### src/rtl/pong_ball_engine.sv
// Ball physics for the VGA pong game: position, direction and speed of the ball,
// paddle contact, wall handling and one-cycle hit/miss event pulses.
module pong_ball_engine #(
    parameter int H_RES        = 640,
    parameter int V_RES        = 480,
    parameter int BALL_SIZE    = 20,
    parameter int N_PADDLES    = 2,
    parameter int PADDLE_W     = 15,
    parameter int PADDLE_H     = 180,
    parameter int PERIOD       = 2500000,
    parameter int VEL_W        = 16,
    parameter int V_INIT_H     = 12,
    parameter int V_INIT_V     = 16,
    parameter int V_STEP_H     = 4,
    parameter int V_STEP_V     = 3,
    parameter int V_MAX        = 64,
    parameter int SERVE_X      = 50,
    parameter int SERVE_Y      = 240,
    parameter int MISS_RESERVE = 0,
    parameter int SERVE_DELAY  = 0
) (
    input  logic                     CLOCK_50,
    input  logic                     reset,
    input  logic                     run,
    input  logic                     restart,
    input  logic [10*N_PADDLES-1:0]  paddle_x,
    input  logic [10*N_PADDLES-1:0]  paddle_y,
    input  logic [N_PADDLES-1:0]     paddle_side,
    output logic [9:0]               ball_x,
    output logic [9:0]               ball_y,
    output logic                     dir_h,
    output logic                     dir_v,
    output logic [VEL_W-1:0]         vel_h,
    output logic [VEL_W-1:0]         vel_v,
    output logic [N_PADDLES-1:0]     hit,
    output logic                     miss_left,
    output logic                     miss_right,
    output logic                     serving
);
    // state   | meaning
    // S_SERVE | ball parked at serve point, counting run cycles up to SERVE_DELAY
    // S_PLAY  | ball moving; each axis steps when its accumulator reaches PERIOD
    typedef enum logic [0:0] {S_SERVE = 1'b0, S_PLAY = 1'b1} state_t;

    localparam int CNT_W = (SERVE_DELAY > 0) ? $clog2(SERVE_DELAY + 1) : 1;
    localparam logic [CNT_W-1:0] SERVE_END  = CNT_W'(SERVE_DELAY);
    localparam logic [31:0]      PERIOD_U   = 32'(PERIOD);
    localparam logic [10:0]      BS11       = 11'(BALL_SIZE);
    localparam logic [10:0]      HALF11     = 11'(BALL_SIZE / 2);
    localparam logic [10:0]      H_RES11    = 11'(H_RES);
    localparam logic [10:0]      V_RES11    = 11'(V_RES);
    localparam logic [10:0]      PAD_W11    = 11'(PADDLE_W);
    localparam logic [10:0]      PAD_H11    = 11'(PADDLE_H);
    localparam logic [9:0]       SERVE_X10  = 10'(SERVE_X);
    localparam logic [9:0]       SERVE_Y10  = 10'(SERVE_Y);
    localparam logic [VEL_W-1:0] VIH        = VEL_W'(V_INIT_H);
    localparam logic [VEL_W-1:0] VIV        = VEL_W'(V_INIT_V);
    localparam logic [VEL_W-1:0] VSH        = VEL_W'(V_STEP_H);
    localparam logic [VEL_W-1:0] VSV        = VEL_W'(V_STEP_V);
    localparam logic [VEL_W:0]   V_MAX_X    = (VEL_W + 1)'(V_MAX);

    state_t                 state_q, state_d;
    logic [9:0]             ball_x_q, ball_x_d, ball_y_q, ball_y_d;
    logic                   dir_h_q, dir_h_d, dir_v_q, dir_v_d;
    logic [VEL_W-1:0]       vel_h_q, vel_h_d, vel_v_q, vel_v_d;
    logic [31:0]            acc_h_q, acc_h_d, acc_v_q, acc_v_d;
    logic [CNT_W-1:0]       serve_cnt_q, serve_cnt_d;
    logic [N_PADDLES-1:0]   hit_q, hit_d;
    logic                   miss_left_q, miss_left_d, miss_right_q, miss_right_d;

    logic [10:0]            bx11, by11, cy11;
    logic [N_PADDLES-1:0]   contact;
    logic                   h_step, v_step, reserve;

    function automatic logic [VEL_W-1:0] sat_add(input logic [VEL_W-1:0] v,
                                                 input logic [VEL_W-1:0] inc);
        logic [VEL_W:0] sum;
        sum = {1'b0, v} + {1'b0, inc};
        return (sum > V_MAX_X) ? V_MAX_X[VEL_W-1:0] : sum[VEL_W-1:0];
    endfunction

    // Compares are 11 bits wide so paddle_y + PADDLE_H and edge sums cannot wrap.
    assign bx11 = {1'b0, ball_x_q};
    assign by11 = {1'b0, ball_y_q};
    assign cy11 = by11 + HALF11;

    for (genvar g = 0; g < N_PADDLES; g++) begin : g_pad
        logic [10:0] px11, py11;
        logic        in_band, face_hit;
        assign px11     = {1'b0, paddle_x[10*g +: 10]};
        assign py11     = {1'b0, paddle_y[10*g +: 10]};
        assign in_band  = (cy11 > py11) && (cy11 < py11 + PAD_H11);
        assign face_hit = (dir_h_q && paddle_side[g] && (bx11 + BS11 == px11)) ||
                          (!dir_h_q && !paddle_side[g] && (bx11 == px11 + PAD_W11));
        assign contact[g] = in_band && face_hit;
    end

    always_comb begin
        state_d      = state_q;
        ball_x_d     = ball_x_q;
        ball_y_d     = ball_y_q;
        dir_h_d      = dir_h_q;
        dir_v_d      = dir_v_q;
        vel_h_d      = vel_h_q;
        vel_v_d      = vel_v_q;
        acc_h_d      = acc_h_q;
        acc_v_d      = acc_v_q;
        serve_cnt_d  = serve_cnt_q;
        hit_d        = '0;
        miss_left_d  = 1'b0;
        miss_right_d = 1'b0;
        h_step       = 1'b0;
        v_step       = 1'b0;
        reserve      = 1'b0;

        if (run) begin
            case (state_q)
                S_SERVE: begin
                    if (serve_cnt_q == SERVE_END) begin
                        state_d     = S_PLAY;
                        serve_cnt_d = '0;
                    end else begin
                        serve_cnt_d = serve_cnt_q + CNT_W'(1);
                    end
                end
                S_PLAY: begin
                    h_step  = (acc_h_q >= PERIOD_U);
                    v_step  = (acc_v_q >= PERIOD_U);
                    acc_h_d = h_step ? 32'd0 : acc_h_q + 32'(vel_h_q);
                    acc_v_d = v_step ? 32'd0 : acc_v_q + 32'(vel_v_q);

                    if (h_step) begin
                        if (|contact) begin
                            hit_d   = contact;
                            dir_h_d = ~dir_h_q;
                            vel_h_d = sat_add(vel_h_q, VSH);
                            vel_v_d = sat_add(vel_v_q, VSV);
                        end else if (dir_h_q) begin
                            if (bx11 + BS11 < H_RES11) begin
                                ball_x_d = ball_x_q + 10'd1;
                            end else begin
                                miss_right_d = 1'b1;
                                reserve      = (MISS_RESERVE != 0);
                                dir_h_d      = 1'b0;
                            end
                        end else begin
                            if (ball_x_q != 10'd0) begin
                                ball_x_d = ball_x_q - 10'd1;
                            end else begin
                                miss_left_d = 1'b1;
                                reserve     = (MISS_RESERVE != 0);
                                dir_h_d     = 1'b1;
                            end
                        end
                    end

                    if (v_step) begin
                        if (dir_v_q && ball_y_q == 10'd0) begin
                            dir_v_d = 1'b0;
                        end else if (!dir_v_q && by11 + BS11 == V_RES11) begin
                            dir_v_d = 1'b1;
                        end else begin
                            ball_y_d = dir_v_q ? ball_y_q - 10'd1 : ball_y_q + 10'd1;
                        end
                    end

                    // A re-serve wins over this cycle's vertical update.
                    if (reserve) begin
                        state_d  = S_SERVE;
                        ball_x_d = SERVE_X10;
                        ball_y_d = SERVE_Y10;
                        vel_h_d  = VIH;
                        vel_v_d  = VIV;
                        dir_v_d  = dir_v_q;
                    end
                end
                default: state_d = S_SERVE;
            endcase
        end

        if (restart) begin
            state_d      = S_SERVE;
            ball_x_d     = SERVE_X10;
            ball_y_d     = SERVE_Y10;
            dir_h_d      = 1'b1;
            dir_v_d      = 1'b1;
            vel_h_d      = VIH;
            vel_v_d      = VIV;
            acc_h_d      = 32'd0;
            acc_v_d      = 32'd0;
            serve_cnt_d  = '0;
            hit_d        = '0;
            miss_left_d  = 1'b0;
            miss_right_d = 1'b0;
        end
    end

    always_ff @(posedge CLOCK_50) begin
        if (reset) begin
            state_q      <= S_SERVE;
            ball_x_q     <= SERVE_X10;
            ball_y_q     <= SERVE_Y10;
            dir_h_q      <= 1'b1;
            dir_v_q      <= 1'b1;
            vel_h_q      <= VIH;
            vel_v_q      <= VIV;
            acc_h_q      <= 32'd0;
            acc_v_q      <= 32'd0;
            serve_cnt_q  <= '0;
            hit_q        <= '0;
            miss_left_q  <= 1'b0;
            miss_right_q <= 1'b0;
        end else begin
            state_q      <= state_d;
            ball_x_q     <= ball_x_d;
            ball_y_q     <= ball_y_d;
            dir_h_q      <= dir_h_d;
            dir_v_q      <= dir_v_d;
            vel_h_q      <= vel_h_d;
            vel_v_q      <= vel_v_d;
            acc_h_q      <= acc_h_d;
            acc_v_q      <= acc_v_d;
            serve_cnt_q  <= serve_cnt_d;
            hit_q        <= hit_d;
            miss_left_q  <= miss_left_d;
            miss_right_q <= miss_right_d;
        end
    end

    assign ball_x     = ball_x_q;
    assign ball_y     = ball_y_q;
    assign dir_h      = dir_h_q;
    assign dir_v      = dir_v_q;
    assign vel_h      = vel_h_q;
    assign vel_v      = vel_v_q;
    assign hit        = hit_q;
    assign miss_left  = miss_left_q;
    assign miss_right = miss_right_q;
    assign serving    = (state_q == S_SERVE);

endmodule

### config.mk
export PLATFORM = sky130hd
export DESIGN_NAME = pong_ball_engine
export DESIGN_NICKNAME = d
export VERILOG_FILES = /design/src/rtl/pong_ball_engine.sv
export SDC_FILE = /design/constraint.sdc
export NUM_CORES = 1
export LEC_CHECK = 0
export ABC_CLOCK_PERIOD_IN_PS = 3000
export CAP_MARGIN = 40
export CORE_MARGIN = 4
export CORE_UTILIZATION = 52
export DETAILED_ROUTE_END_ITERATION = 6
export PLACE_DENSITY = 0.78
export SETUP_SLACK_MARGIN = 0.5
export SYNTH_ARGS = -nofsm -noshare
export SYNTH_HDL_FRONTEND = slang
export SYNTH_SLANG_ARGS = --single-unit
### constraint.sdc
create_clock -name CLOCK_50 -period 3 [get_ports CLOCK_50]
set_clock_uncertainty 0.1 [all_clocks]
set_input_delay 0.3 -clock CLOCK_50 [delete_from_list [all_inputs] [get_ports CLOCK_50]]
set_output_delay 0.3 -clock CLOCK_50 [all_outputs]
set_load 0.02 [all_outputs]
==> results by group <==
STA
  • Ratio of final minimum period to clock period: 1.050
  • Final hold vios: 0
  • Post-route setup TNS: -4.235 ns
  • RSZ-0062 raised after global routing: true
  • Min cycle time layout: around 3.1 ns
  • Setup violations, final: 46
  • Setup ws final: -0.1487 ns
  • Max Freq: roughly 320 MHz
  • Worst slew pin tran: between 0.8 and 0.9 ns
  • Worst relative slew slack: 0.4589
  • Max Slew Vio Count: 0

Global routing
  • Vias in the first global route: approximately 10000
  • Antenna violations before repair: 0
  • First-pass GRT wire length: 47260 µm
  • Total congestion overflow: 0
  • GRT Util Overall: 0.2800
  • Largest net degree at the start of global routing: 29

Yosys
  • Ys Warns: 0
  • Cells after Synth: 1179
  • Yosys reg bits: 119
  • Synth Flop Type: dfxtp_1
  • Top cell type's share of synthesized area: 0.2537
  • Synth unique cells: 84
  • Netlist Area Pre-Place: about 9400 µm²
  • Post-synth ARST share: 0
  • Seq/Total Area, Yosys: 0.2537
  • Number of synthesized flops with an enable pin: 0
  • Synth top area cells: dfxtp_1 25%, ha_1 12%, xnor2_1 6.3%, a21oi_1 4.8%, nor2_1 4.2%
  • Syn avg cell area: 7.964 µm²
  • Area leader, netlist: dfxtp_1

Clocking
  • Clk buf depth: 2
  • CTS tree: built
  • Root buf cell: clkbuf_16
  • Clock sink count: 119
  • Clock latency on the worst-skew pair: 0.42 ns
  • TritonCTS Buffers: 17
  • Clk slew on worst S/H paths: 0.06 ns
  • Post-CTS Hold Buffers: 0
  • Max H-tree Level: 4

Routing
  • Number of vias per cell: 6.110
  • Wirelength, routed: 31690 µm
  • DR WL/cell: 18.92 µm
  • First-pass DRT Iterations: 6
  • Via count: 10240
  • DRT iter0 DRCs: 706
  • DRC viols: 0
  • Antenna-violating nets left: 0

Die
  • Die Y-Extent: 142.4 µm
  • DIE AREA: 20270 µm²
  • Row Count: 48
  • # IOs: between 100 and 150
  • Die X: roughly 140 µm
  • Core Area: 17480 µm²
  • Initial Utilization: 0.5372

Layout
  • Antenna diodes: 0
  • Number of fill cells: 1090
  • Layout cells sized above 1: 0.2759
  • Non-filler cells in the finished layout: roughly 1700
  • Area delta synth->final: 45.30%
  • Fin nets: 1579

Place
  • I/O Buffers: around 100
  • Placed Cells: 1595
  • DP Worst Slack: -0.7295 ns
  • Routability cong.: 0.9123
  • Post-detail-place hpwl: 19710 µm

Setup path
  • Reg2Reg Capture Point: vel_h[4]
  • Worst setup EP type: flip-flop
  • Worst Setup Start Kind: flip-flop
  • Req. time, crit path: 3.18 ns
  • Setup CP Type: flip-flop to flip-flop
  • Crit path max fanout: 10
  • Beginning of the worst register-to-register path: ball_y[1]
  • CP arrival: 3.33 ns
  • Crit path from: ball_y[1]
  • Crit path to: vel_h[4]
  • Worst reg2reg path depth: 14
  • R2r setup slk: -0.15 ns

Hold path
  • Hold WC Path Type: flip-flop to flip-flop

Power and ir drop
  • VDD IR max: 0.3506 mV
  • Design Power: 3.948 mW
  • Leak Pwr: between 5 and 6 nW
  • Power Density: 289.4 nW/µm²

Status
  • Outcome: complete, but fails checks
  • Failing checks: negative setup slack

Run
  • Max-Cap Viols: 0
## area by class of cell
cell class	instances	area, µm²	share of cell area
multi-input combinational	955	7540	0.5527
timing repair buffer	291	2641	0.1936
sequential	119	2432	0.1783
clock buffer	22	464.2	0.03403
tap	225	281.5	0.02064
inverter	53	202.7	0.01486
clock inverter	10	80.08	0.005870
## where the power goes
part           switching, mW  leakage (nW)  total (mW)  internal (mW)
Clock                  0.732         0.269        1.90           1.17
Combinational          0.240          4.45       0.471          0.231
Sequential           0.00164         0.963        1.58           1.57
## cell families (layout without fill, tap and decap cells)
kind of cell,Yosys count,after routing,synth area share
AOI/OAI and AO/OA,290,290,0.2100
xor gates and xnor gates,101,101,0.09422
DFF,119,119,0.2537
buffers and inverters,106,376,0.04851
and+or+nand+nor,450,450,0.2448
muxes,16,16,0.01719
other,1,2,0.0003994
adders and majority gates,96,96,0.1311
## state kept, by name, summed over array words and instances, names as in the netlist
| name | cells |
|---|---|
| acc_h_q | 30 |
| acc_v_q | 32 |
| ball_x | 10 |
| ball_y | 10 |
| dir_h | 1 |
| dir_v | 1 |
| hit | 2 |
| miss_left | 1 |
| miss_right | 1 |
| state_q | 1 |
| vel_h | 14 |
| vel_v | 16 |
## cells in the mapped netlist, types with 5 or more instances
| cell | n |
|---|---|
| inv_1 | 53 |
| a31oi_1 | 7 |
| nor3b_1 | 6 |
| o31ai_1 | 9 |
| xor2_1 | 34 |
| mux2i_1 | 15 |
| or3_1 | 11 |
| nand2b_1 | 12 |
| xnor2_1 | 67 |
| and3_1 | 20 |
| nand3_1 | 55 |
| o21bai_1 | 6 |
| or4_1 | 6 |
| nand2_1 | 85 |
| nor2b_1 | 11 |
| o21ai_0 | 41 |
| a21oi_1 | 90 |
| a21o_1 | 19 |
| and2_1 | 32 |
| o21a_1 | 16 |
| or2_2 | 7 |
| buf_2 | 13 |
| dfxtp_1 | 119 |
| a21boi_0 | 6 |
| clkbuf_1 | 28 |
| nand4_1 | 21 |
| a211oi_1 | 16 |
| a211o_1 | 5 |
| nor3_1 | 42 |
| a31o_2 | 6 |
| nor4_1 | 17 |
| nor2_1 | 105 |
| o211ai_1 | 9 |
| ha_1 | 92 |
## worst min-delay path by stage
stage / start / end / slack [ns] / cells past startpoint
finish: acc_v_q[12] / acc_v_q[12] / 0.38 / 2
global route: acc_h_q[30] / acc_h_q[30] / 0.40 / 1
CTS: acc_v_q[12] / acc_v_q[12] / 0.37 / 2
detailed placement: acc_h_q[2] / acc_h_q[2] / 0.37 / 2
global placement: acc_h_q[2] / acc_h_q[2] / 0.34 / 2
floorplan: run / state_q / 0.32 / 2
## per-layer routing
layer	part of all wire	track usage
met1	0.41	0.3456
met2	0.49	0.4909
met3	0.061	0.04469
met4	0.038	0.1051
met5	0	0
## stage by stage
| stage | cell area (µm²) | utilization | hold slack (ns) |
|---|---|---|---|
| after global routing | 13640 | 0.7806 | 0.4006 |
| after CTS | 12880 | 0.7369 | 0.3736 |
| after floorplan | 9637 | - | 0.3158 |
| final | 13640 | 0.7806 | 0.3782 |
| after detailed placement | 11720 | 0.6708 | 0.3691 |
| after global placement | 11720 | 0.6708 | 0.3435 |
## critical path, stage by stage (launching register included)
cell,delay (ns)
dfxtp_4,0.38
ha_4,0.22
o2111ai_4,0.14
xnor2_2,0.19
buf_6,0.15
ha_4,0.14
a21o_1,0.17
a21o_1,0.19
a21oi_2,0.13
o211ai_1,0.10
a211o_1,0.35
and2_4,0.18
buf_4,0.17
a211oi_1,0.26
o22ai_1,0.12
## timing repair
item,in CTS,in global routing
endpoints found under the setup margin,86,93
pin swaps,40,74
resized for setup,93,121
setup buffers,31,15
cloned,1,1
## layout by cell type (no fill, tap or decap), types with 8 or more instances in the layout
cell / synthesis / final
a211oi_2: 0 / 8
a21o_1: 19 / 19
a21oi_1: 90 / 69
a21oi_2: 4 / 18
and2_1: 32 / 29
and3_1: 20 / 18
buf_4: 4 / 153
buf_6: 3 / 27
clkbuf_16: 0 / 18
clkdlybuf4s50_1: 0 / 93
dfxtp_1: 119 / 99
dfxtp_2: 0 / 10
dfxtp_4: 0 / 10
ha_1: 92 / 71
ha_4: 0 / 19
inv_1: 53 / 51
mux2i_1: 15 / 15
nand2_1: 85 / 77
nand2b_1: 12 / 11
nand3_1: 55 / 48
nand4_1: 21 / 21
nor2_1: 105 / 98
nor2b_1: 11 / 9
nor3_1: 42 / 40
nor4_1: 17 / 15
o211ai_1: 9 / 9
o21a_1: 16 / 16
o21ai_0: 41 / 25
o21ai_1: 2 / 10
xnor2_1: 67 / 57
xnor2_2: 0 / 9
xor2_1: 34 / 34
Power figures use the tool's default switching activity.
